**src/rtl/wb_arbiter.sv**
```systemverilog
// Writeback arbiter: merges ALU, LSU and MDU results onto the single register-file
// write port and keeps a scoreboard of registers awaiting long-latency results.
module wb_arbiter #(
    parameter int XLEN = 32,
    parameter int NREG = 32,
    localparam int RW  = $clog2(NREG)
) (
    input  logic            clk,
    input  logic            rst_n,
    input  logic            pipe_valid,
    input  logic [RW-1:0]   pipe_rd,
    input  logic [XLEN-1:0] pipe_data,
    input  logic            lsu_valid,
    output logic            lsu_ready,
    input  logic [RW-1:0]   lsu_rd,
    input  logic [XLEN-1:0] lsu_data,
    input  logic            mdu_valid,
    output logic            mdu_ready,
    input  logic [RW-1:0]   mdu_rd,
    input  logic [XLEN-1:0] mdu_data,
    input  logic            issue_valid,
    input  logic [RW-1:0]   issue_rd,
    output logic            wb_wen,
    output logic [RW-1:0]   wb_waddr,
    output logic [XLEN-1:0] wb_wdata,
    output logic [NREG-1:0] busy
);

    logic            rr_q, rr_d;
    logic            wb_wen_q, wb_wen_d;
    logic [RW-1:0]   wb_waddr_q, wb_waddr_d;
    logic [XLEN-1:0] wb_wdata_q, wb_wdata_d;
    logic [NREG-1:0] busy_q, busy_d;

    logic            contested;
    logic            lsu_win;
    logic            mdu_win;
    logic            any_win;
    logic [RW-1:0]   win_rd;
    logic [XLEN-1:0] win_data;

    // Grant decision: pipe first, then a lone requester, then rr breaks the tie.
    always_comb begin
        contested = !pipe_valid && lsu_valid && mdu_valid;
        lsu_win   = !pipe_valid && lsu_valid && (!mdu_valid || !rr_q);
        mdu_win   = !pipe_valid && mdu_valid && (!lsu_valid || rr_q);
        any_win   = pipe_valid || lsu_win || mdu_win;
    end

    assign lsu_ready = lsu_win;
    assign mdu_ready = mdu_win;

    always_comb begin
        win_rd   = pipe_rd;
        win_data = pipe_data;
        if (lsu_win) begin
            win_rd   = lsu_rd;
            win_data = lsu_data;
        end else if (mdu_win) begin
            win_rd   = mdu_rd;
            win_data = mdu_data;
        end

        // After a contested grant the pointer prefers the unit that just lost.
        rr_d = rr_q;
        if (contested) begin
            rr_d = lsu_win;
        end

        wb_wen_d   = any_win && (win_rd != '0);
        wb_waddr_d = wb_waddr_q;
        wb_wdata_d = wb_wdata_q;
        if (any_win) begin
            wb_waddr_d = win_rd;
            wb_wdata_d = win_data;
        end

        // Clear before set so a same-register issue supersedes the retiring result.
        busy_d = busy_q;
        if (lsu_win) begin
            busy_d[lsu_rd] = 1'b0;
        end
        if (mdu_win) begin
            busy_d[mdu_rd] = 1'b0;
        end
        if (issue_valid && (issue_rd != '0)) begin
            busy_d[issue_rd] = 1'b1;
        end
        busy_d[0] = 1'b0;
    end

    always_ff @(posedge clk or negedge rst_n) begin
        if (!rst_n) begin
            rr_q       <= 1'b0;
            wb_wen_q   <= 1'b0;
            wb_waddr_q <= '0;
            wb_wdata_q <= '0;
            busy_q     <= '0;
        end else begin
            rr_q       <= rr_d;
            wb_wen_q   <= wb_wen_d;
            wb_waddr_q <= wb_waddr_d;
            wb_wdata_q <= wb_wdata_d;
            busy_q     <= busy_d;
        end
    end

    assign wb_wen   = wb_wen_q;
    assign wb_waddr = wb_waddr_q;
    assign wb_wdata = wb_wdata_q;
    assign busy     = busy_q;

endmodule

```
**config.mk**
```make
export PLATFORM = sky130hd
export DESIGN_NAME = wb_arbiter
export DESIGN_NICKNAME = d
export VERILOG_FILES = /design/src/rtl/wb_arbiter.sv
export SDC_FILE = /design/constraint.sdc
export NUM_CORES = 1
export LEC_CHECK = 0
export BUFFER_PORTS_ARGS = -buffer_cell sky130_fd_sc_hd__buf_4
export CORE_MARGIN = 2
export CORE_UTILIZATION = 45
export CTS_CLUSTER_SIZE = 25
export DETAILED_ROUTE_END_ITERATION = 8
export PLACE_DENSITY = 0.87
export SYNTH_ARGS = -nofsm -noshare
export SYNTH_HDL_FRONTEND = slang
export SYNTH_SLANG_ARGS = --single-unit
```
**constraint.sdc**
```tcl
create_clock -name clk -period 2.59 [get_ports clk]
set_input_delay 0.1295 -clock clk [delete_from_list [all_inputs] [get_ports clk]]
set_output_delay 0.1295 -clock clk [all_outputs]
set_load 0.1 [all_outputs]
```
==> results of run 1 <==
-- state kept, by name, summed over array words and instances, names as in the netlist --
name and count:
busy 31, wb_waddr 5, wb_wdata 32, wb_wen 1
rr_q 1
-- power by group through the flow --
stage	logic (W)	registers (W)	clock network [W]
after floorplan	0.000611	0.00332	0
after global placement	0.00312	0.00153	0
after detailed placement	0.00316	0.00153	0
after CTS	0.00316	0.00151	0.000812
after global routing	0.00326	0.00154	0.000866
final	0.00316	0.00152	0.000809
-- critical path, delay by kind of cell (launching register included) --
| kind | cells | cell delay, ps |
|---|---|---|
| simple gates | 2 | 520 |
| flops | 1 | 420 |
| buf+inv | 2 | 560 |
-- worst min-delay path by stage --
| stage | from | end | slack, ps |
|---|---|---|---|
| 3_3_place_gp | rst_n | wb_wdata[5] | 310 |
| 5_1_grt | lsu_data[2] | wb_wdata[2] | 100 |
| 2_1_floorplan | rst_n | busy[10] | -170 |
| 3_5_place_dp | rst_n | wb_wdata[7] | 310 |
| 6_report | mdu_valid | rr_q | 90 |
| 4_1_cts | lsu_data[22] | wb_wdata[22] | 90 |
-- logic make-up (layout without fill, tap and decap cells) --
| kind of cell | after synthesis | in the layout | synth area share (%) |
|---|---|---|---|
| AO/OA/AOI/OAI | 153 | 153 | 29.5 |
| buffers and inverters | 46 | 216 | 6.11 |
| multiplexers | 1 | 1 | 0.242 |
| other | 1 | 1 | 0.0906 |
| XOR/XNOR | 1 | 1 | 0.212 |
| flip-flops | 70 | 70 | 42.3 |
| AND/OR/NAND/NOR | 165 | 165 | 21.6 |
-- what timing repair did --
action | CTS | global route
gates resized for setup | 0 | 0
setup buffers | 0 | 0
hold buffers | 1 | 0
endpoints found under the hold margin | 70 | 0
-- final cells by class --
| type | count | area (um^2) | share of cell area [%] |
|---|---|---|---|
| Clock buffer | 13 | 169 | 2.95 |
| Inverter | 3 | 13.8 | 0.240 |
| Clock inverter | 1 | 5.00 | 0.0874 |
| Timing Repair Buffer | 199 | 1510 | 26.3 |
| Sequential cell | 70 | 1750 | 30.6 |
| Multi-Input combinational cell | 321 | 2150 | 37.5 |
| Tap cell | 108 | 135 | 2.36 |
-- stage by stage --
stage	instance area, um^2	instances	power (W)
final	5730	715	0.00549
after global routing	5730	715	0.00567
after CTS	5730	715	0.00549
after detailed placement	5550	700	0.00469
after global placement	5550	700	0.00465
after floorplan	4140	437	0.00393
-- cells in the mapped netlist, types with 2 or more instances --
| library cell | number |
|---|---|
| a22o_1 | 13 |
| o32a_1 | 2 |
| buf_1 | 4 |
| and3b_1 | 3 |
| nand2b_1 | 7 |
| nor3b_1 | 7 |
| o31ai_1 | 35 |
| buf_6 | 5 |
| nor3_1 | 8 |
| dfrtp_1 | 70 |
| nand2_1 | 59 |
| buf_2 | 14 |
| and3_1 | 2 |
| clkbuf_1 | 14 |
| nand3_1 | 7 |
| buf_4 | 6 |
| o21a_1 | 33 |
| and2_1 | 4 |
| nor2_1 | 44 |
| o21ai_0 | 3 |
| inv_1 | 2 |
| nor4b_4 | 4 |
| or3_1 | 2 |
| a32o_1 | 17 |
| a22oi_1 | 13 |
| a211oi_1 | 32 |
| nand4_1 | 8 |
| nor2b_1 | 3 |
-- per-layer routing --
metal | wire length [um] | GRT usage [%] | vias to the layer above
li1 | - | - | 1976
met3 | 1190 | 7.94 | 58
met2 | 6810 | 46.3 | 243
met5 | 0 | 0 | -
met1 | 5210 | 34.0 | 2063
met4 | 583 | 12.9 | 0
==> results.py, run 1 <==
metrics = {
    "cts": {
        "cts.htree.levels": 3,
        "clock_latency_ps": 340,
        "cts_tree": "yes",
        "clkSlewWorstSetupHoldPaths_ps": 70,
        "cts-buffers-inserted": 9,
        "cts-root-buf": "clkbuf_8",
        "cts_sinks": 70,
        "cts_buffer_depth": 2,
    },
    "worst_setup_path": {
        "start_kind": "flop",
        "cpPeakStageDelay_ps": 420,
        "cp-end-kind": "output port",
        "worstPathRequired_ps": 2460,
        "cpMaxStageDelayCell": "dfrtp_1",
        "critPathLaunch": "rr_q",
        "endpoint": "lsu_ready",
        "r2r_end": "wb_wdata[19]",
        "reg2reg_depth": 5,
        "cp_cell_sequence": "and2_1 > nand2b_1 > inv_4 > buf_4",
        "reg2reg_from": "rr_q",
        "arrival_ps": 1860,
        "ff2ff_setup_slack_ps": 610,
        "critPathKind": "flop to output port",
        "crit_fanout": 20,
    },
    "synthesis": {
        "syn_area_um2": 4140,
        "yosysWarnings": 0,
        "synth_area_leaders": "dfrtp_1 42%, o31ai_1 6.4%, o21a_1 6.0%, a211oi_1 5.8%, nand2_1 5.4%",
        "yosys.cell_types.count": 44,
        "synth-async-reset-ratio_pct": 100,
        "yosysSeqAreaShare_pct": 42.3,
        "syn_nets": 559,
        "synth-edff-count": 0,
        "yosys_most_used_dff": "dfrtp_1",
        "synth_cells": 437,
        "avgSynthCellArea_um2": 9.47,
        "ys_ff_latch": 70,
        "synth_top_area_cell": "dfrtp_1",
        "yosysTopAreaCellShare_pct": 42.3,
    },
    "finish": {
        "fillers": 702,
        "fin_nets": 726,
        "final_util_pct": 65.1,
        "area_growth_syn_to_layout_pct": 38.5,
        "layout-drive-gt1-share_pct": 37.1,
        "layout_commonest_cell": "buf_4",
        "antenna_cells": 0,
        "layout_common_cells": "197 x buf_4, 70 x dfrtp_1, 59 x nand2_1, 44 x nor2_1, 35 x o31ai_1",
    },
    "floorplan": {
        "ios": 194,
        "die_h_um": 99.9,
        "start_util_pct": 47.0,
        "dieArea_um2": 9980,
        "core_um2": 8810,
        "num_rows": 34,
        "die_x_um": 99.9,
    },
    "power": {
        "cellPowerDensity_nw_per_um2": 958,
        "combPwrFrac_pct": 57.6,
        "p_leak_nw": 2.48,
        "p_int_w": 0.00248,
        "switching_power_w": 0.00301,
        "clkPwrFrac_pct": 14.8,
        "pwr-share-seq_pct": 27.6,
        "switching_share_pct": 54.8,
        "irDropWorstVdd_uv": 597,
    },
    "global_route": {
        "grt_remaining_overflow": 0,
        "grt_max_degree": 75,
        "grt_pass1_vias": 4441,
        "grt_pass1_wl_mm": 22.1,
        "grt_usage_pct": 28.0,
        "antenna_found_initial": 0,
    },
    "drt": {
        "via_per_inst": 6.07,
        "drtIter0Drc": 410,
        "dr.pass1.iters": 5,
        "vias": 4340,
        "drt.antenna.violating_nets": 0,
        "avgRoutedWirePerCell_um": 19.3,
        "drc": 0,
        "routed_wirelength_mm": 13.8,
    },
    "place": {
        "dpl.hpwl_mm": 10.1,
        "io_buffers": 192,
        "gp_routability_congestion": 0.938,
        "pre_cts_ws_ps": 654,
    },
    "timing": {
        "setup_ws_ps": 604,
        "finClkSkew_ps": 3.16,
        "setup_viol": 0,
        "grt_setup_unrepaired": "no",
        "drv_slew": 0,
        "finalHoldViolCount": 0,
        "fmax_mhz": 503,
        "setup_tns_ps": 0,
        "slew_headroom_pct": 40.7,
        "finalCritPeriodShare_pct": 76.7,
        "finalCriticalPeriod_ps": 1990,
        "tightest_slew_ps": 890,
        "hold_ws_ps": 91.4,
    },
    "hold_path": {
        "min_path_cells": 3,
        "hold_class": "input port to flop",
    },
    "status": {
        "outcome": "complete, no violations",
    },
    "job": {
        "cap_violations": 0,
    },
}
(Power assumes the default switching activity.)
==> run 2: changes to the inputs <==
CORE_UTILIZATION = 43   (was 45)
clock period = 1.8 ns   (was 2.59 ns; I/O delays follow)
==> run 2 against run 1 <==
Non-clock buffer count increased by 18. Sequential share of layout area decreased by 1.2 points. Global-route usage decreased by 1.1 points. Largest power group unchanged. Core utilization decreased by 0.76 points. Critical path depth increased by 1. Sequential cell count unchanged. Critical endpoint is now mdu_ready. First-iteration DRC count decreased by 35%.
==> results.py, run 2 (synthesized netlist as in run 1, its figures left out) <==
metrics = {
    "status": {
        "outcome": "complete, no violations",
    },
    "finish": {
        "antenna_cells": 0,
        "layout_commonest_cell": "buf_4",
        "largest_register_ff_count": 32,
        "fin_area_um2": 5970,
        "finalNonFillerCells": 756,
        "layout-drive-gt1-share_pct": 39.4,
        "layout_common_cells": "212 x buf_4, 70 x dfrtp_1, 59 x nand2_1, 44 x nor2_1, 34 x o31ai_1",
        "final_util_pct": 64.3,
        "fin_nets": 744,
        "area_growth_syn_to_layout_pct": 44.3,
    },
    "global_route": {
        "grt_pass1_wl_mm": 21.8,
        "grt_pass1_vias": 4330,
        "grt_max_degree": 75,
        "antenna_found_initial": 0,
        "grt_usage_pct": 26.9,
        "grt_remaining_overflow": 0,
    },
    "timing": {
        "finalHoldViolCount": 0,
        "fmax_mhz": 581,
        "drv_slew": 0,
        "tightest_slew_ps": 763,
        "grt_setup_unrepaired": "no",
        "setup_ws_ps": 78.3,
        "setup_viol": 0,
        "finClkSkew_ps": 10.5,
        "finalCriticalPeriod_ps": 1720,
        "finalCritPeriodShare_pct": 95.7,
        "slew_headroom_pct": 49.0,
    },
    "floorplan": {
        "core_um2": 9280,
        "die_h_um": 102,
        "dieArea_um2": 10400,
        "num_rows": 35,
        "die_x_um": 102,
        "ios": 194,
        "start_util_pct": 44.6,
    },
    "worst_setup_path": {
        "ff2ff_setup_slack_ps": 140,
        "cpPeakStageDelay_ps": 350,
        "reg2reg_depth": 6,
        "r2r_end": "busy[8]",
        "start_kind": "flop",
        "worstPathRequired_ps": 1710,
        "cp_cell_sequence": "buf_4 > nor2b_4 > nor2_4 > buf_4 > buf_4",
        "cpMaxStageDelayCell": "dfrtp_1",
        "cp-end-kind": "output port",
        "reg2reg_from": "rr_q",
        "cpMostUsedCell": "buf_4",
        "arrival_ps": 1630,
        "critPathKind": "flop to output port",
        "cpLargestDelayFamily": "buffers and inverters",
        "path_buf_inv": 3,
        "crit_fanout": 9,
    },
    "cts": {
        "cts_sinks": 70,
        "clkSlewWorstSetupHoldPaths_ps": 80,
        "cts_buffer_depth": 2,
        "cts_tree": "yes",
        "cts.htree.levels": 3,
        "clock_latency_ps": 350,
        "cts-buffers-inserted": 9,
        "cts-root-buf": "clkbuf_8",
    },
    "power": {
        "cellPowerDensity_nw_per_um2": 1380,
        "pwr-share-seq_pct": 26.3,
        "irDropWorstVdd_uv": 671,
        "clkPwrFrac_pct": 17.0,
        "switching_share_pct": 52.9,
        "p_leak_nw": 2.60,
        "p_total_w": 0.00823,
        "p_int_w": 0.00387,
        "combPwrFrac_pct": 56.6,
        "switching_power_w": 0.00436,
    },
    "drt": {
        "drtIter0Drc": 266,
        "dr.pass1.iters": 5,
        "drc": 0,
        "routed_wirelength_mm": 13.7,
        "via_per_inst": 5.74,
        "vias": 4339,
        "drt.antenna.violating_nets": 0,
        "avgRoutedWirePerCell_um": 18.1,
    },
    "place": {
        "dpl.hpwl_mm": 10.2,
        "gp_routability_congestion": 0.881,
        "pre_cts_ws_ps": -60.5,
        "io_buffers": 192,
        "dpl.cell_count": 734,
        "place_area_um2": 5690,
    },
    "job": {
        "cap_violations": 0,
    },
    "hold_path": {
        "holdPathEnd": "wb_wdata[28]",
        "hold_class": "input port to flop",
        "min_path_cells": 3,
        "hp-start": "lsu_data[28]",
    },
}
[run 2: cell types whose count changed in the layout (fill, tap and decap cells not counted), sizes merged]
cell and change:
bufinv +2, clkbuf -1, clkinv +1, buf +18
[run 2: routing by layer]
metal	up-vias	track usage [%]	routed length [um]
li1	1998	-	-
met1	2079	36.0	5830
met2	220	43.1	6620
met3	42	3.76	810
met4	0	12.9	452
met5	-	0	0
[run 2: worst register-to-register path, delay by kind of cell (launching register included)]
family	cells	cell delay (ps)
buffers and inverters	2	290
AOI/OAI and AO/OA	2	460
and+or+nand+nor	2	460
DFF	1	350
[run 2: power by group through the flow]
stage                     Combinational [W]  Sequential, W  Clock [W]
after floorplan                    0.000880        0.00478          0
after global placement              0.00458        0.00219          0
after detailed placement            0.00462        0.00219          0
after CTS                           0.00466        0.00217    0.00142
after global routing                0.00482        0.00220    0.00148
final                               0.00466        0.00217    0.00140
[run 2: worst max-delay path by stage]
stage	slack, ps	to	cells after the start	from
6_report	80	mdu_ready	5	rr_q
5_1_grt	2	wb_wdata[22]	5	rr_q
4_1_cts	80	mdu_ready	5	rr_q
3_5_place_dp	-60	wb_wen	5	rr_q
3_3_place_gp	6	wb_wdata[0]	6	rr_q
2_1_floorplan	30	busy[11]	6	rr_q
[run 2: through the flow]
stage	TNS (ps)	hold WS (ps)
global route	0	57.0
CTS	0	36.6
detailed placement	-111	51.2
finish	0	44.2
global placement	0	48.2
floorplan	0	-206
[run 2: cell type report]
class	count	area [um^2]
clock buffer	12	145
clock inverter	4	70.1
fill	793	3310
inverter	3	13.8
multi-input combinational	321	2150
sequential	70	1750
tap	129	161
timing repair buffer	217	1670
[run 2: repair_timing]
action,CTS,global route
hold buffers,1,0
setup endpoints to repair,6,2
hold endpoints to repair,29,0
setup buffers,5,0
gates resized for setup,2,2
==> run 3: changes to the inputs <==
CTS_CLUSTER_DIAMETER = 200   (was unset)
CTS_CLUSTER_SIZE = unset   (was 25)
PLACE_DENSITY = 0.79   (was 0.87)
==> run 3 against run 2 <==
Total power is 1.2% lower. Global-route usage is 0.053 points lower. Sequential cell count stayed put. Register-to-register slack hardly changed. Clock-buffer cell count is 1 higher. Routed wire length is 1.3% higher. Non-clock buffer count is 1 lower. Clock skew is 0.68 ps higher. Via count is 0.58% higher. Setup slack worse by 1.0 ps. First-iteration DRC count is 3.0% higher. Sequential power hardly changed. Critical endpoint unchanged. Largest power group unchanged.
==> results.py, run 3 (synthesized netlist as in run 1, its figures left out) <==
metrics = {
    "cts": {
        "clkSlewWorstSetupHoldPaths_ps": 80,
        "clock_latency_ps": 360,
        "cts_tree": "yes",
        "cts.htree.levels": 3,
        "cts-buffers-inserted": 9,
        "cts-root-buf": "clkbuf_8",
        "cts_buffer_depth": 2,
        "cts_sinks": 70,
    },
    "floorplan": {
        "die_h_um": 102,
        "start_util_pct": 44.6,
        "die_x_um": 102,
        "ios": 194,
        "core_um2": 9280,
        "num_rows": 35,
        "dieArea_um2": 10400,
    },
    "place": {
        "pre_cts_ws_ps": 38.9,
        "dpl.hpwl_mm": 9.89,
        "io_buffers": 192,
        "gp_routability_congestion": 0.960,
        "dpl.cell_count": 733,
        "place_area_um2": 5700,
    },
    "drt": {
        "drt.antenna.violating_nets": 0,
        "routed_wirelength_mm": 13.9,
        "drc": 0,
        "dr.pass1.iters": 5,
        "vias": 4364,
        "drtIter0Drc": 274,
        "avgRoutedWirePerCell_um": 18.4,
        "via_per_inst": 5.78,
    },
    "power": {
        "irDropWorstVdd_uv": 836,
        "switching_power_w": 0.00438,
        "combPwrFrac_pct": 57.6,
        "p_leak_nw": 2.60,
        "clkPwrFrac_pct": 15.8,
        "pwr-share-seq_pct": 26.6,
        "p_int_w": 0.00376,
        "cellPowerDensity_nw_per_um2": 1360,
        "switching_share_pct": 53.8,
        "p_total_w": 0.00813,
    },
    "finish": {
        "layout_common_cells": "209 x buf_4, 70 x dfrtp_1, 59 x nand2_1, 44 x nor2_1, 34 x o31ai_1",
        "regArea_um2": 1750,
        "multiInputGateArea_um2": 2160,
        "finalNonFillerCells": 755,
        "fillers": 775,
        "largest_register_ff_count": 32,
        "area_growth_syn_to_layout_pct": 44.5,
        "fin_nets": 743,
        "final_util_pct": 64.4,
        "layout-drive-gt1-share_pct": 39.1,
        "fin_area_um2": 5980,
        "layout_commonest_cell": "buf_4",
        "antenna_cells": 0,
    },
    "timing": {
        "grt_setup_unrepaired": "no",
        "tightest_slew_ps": 761,
        "finalCritPeriodShare_pct": 95.7,
        "drv_slew": 0,
        "setup_viol": 0,
        "fmax_mhz": 580,
        "finalHoldViolCount": 0,
        "finalCriticalPeriod_ps": 1720,
        "slew_headroom_pct": 49.2,
        "setup_ws_ps": 77.3,
        "finClkSkew_ps": 11.2,
    },
    "worst_setup_path": {
        "ff2ff_setup_slack_ps": 150,
        "crit_fanout": 8,
        "cp-end-kind": "output port",
        "start_kind": "flop",
        "cp_cell_sequence": "buf_4 > nor2b_4 > nor2_4 > buf_4 > buf_4",
        "worstPathRequired_ps": 1710,
        "path_buf_inv": 3,
        "cpLargestDelayFamily": "buffers and inverters",
        "r2r_end": "busy[7]",
        "reg2reg_depth": 6,
        "reg2reg_from": "rr_q",
        "critPathKind": "flop to output port",
        "cpMaxStageDelayCell": "dfrtp_1",
        "cpMostUsedCell": "buf_4",
        "arrival_ps": 1630,
        "timing.critical_path.depth": 5,
        "cpPeakStageDelay_ps": 350,
    },
    "global_route": {
        "antenna_found_initial": 0,
        "grt_max_degree": 71,
        "grt_usage_pct": 26.8,
        "grt_pass1_vias": 4325,
        "grt_pass1_wl_mm": 21.7,
        "grt_remaining_overflow": 0,
    },
    "job": {
        "cap_violations": 0,
    },
    "hold_path": {
        "holdPathEnd": "wb_wdata[27]",
        "hp-start": "lsu_data[27]",
        "hold_class": "input port to flop",
        "min_path_cells": 3,
    },
    "status": {
        "outcome": "complete, no violations",
    },
}
==> run 3: repair_timing <==
item	CTS	global route
setup endpoints to repair	2	4
endpoints found under the hold margin	70	0
hold buffers	1	0
buffers inserted	4	0
gates cloned	0	1
pin swaps	0	0
gates resized for setup	3	4
==> run 3: how the worst max path moves through the flow <==
stage	start	slack [ps]	end
2_1_floorplan	rr_q	30	busy[11]
3_3_place_gp	rr_q	110	lsu_ready
3_5_place_dp	rr_q	40	wb_wdata[24]
4_1_cts	rr_q	-20	lsu_ready
5_1_grt	rr_q	30	wb_wdata[23]
6_report	rr_q	80	mdu_ready
==> run 3: cell type report <==
cell class,instances,share of cell area [%]
multi-input combinational,321,36.1
sequential,70,29.3
timing repair buffer,216,28.5
tap,129,2.70
clock buffer,13,2.49
clock inverter,3,0.732
inverter,3,0.230
==> run 3: worst reg2reg max path: cells and delay by family, from the launching register on <==
| kind | cells | cell delay (ps) |
|---|---|---|
| AND/OR/NAND/NOR | 3 | 540 |
| buffers and inverters | 2 | 340 |
| flip-flops | 1 | 380 |
| AO/OA/AOI/OAI | 1 | 290 |
==> run 3: metrics by stage <==
step | hold WS, ps | TNS [ps]
2_1_floorplan | -206 | 0
3_3_place_gp | 130 | 0
3_5_place_dp | 131 | 0
4_1_cts | 38.7 | -22.3
5_1_grt | 48.2 | 0
6_report | 36.2 | 0
==> run 3: power by group through the flow <==
stage,clock network [W],registers [W],logic (W)
after CTS,0.00130,0.00216,0.00466
final,0.00129,0.00216,0.00468
after global routing,0.00136,0.00220,0.00484
after detailed placement,0,0.00219,0.00461
after global placement,0,0.00218,0.00458
after floorplan,0,0.00478,0.000880
==> run 3: per-layer routing <==
layer	share of wire (%)	track usage (%)	wire length, um
met3	8.1	4.51	1130
met1	40	34.0	5600
met2	48	44.9	6740
met5	0	0	0
met4	3.1	12.3	431
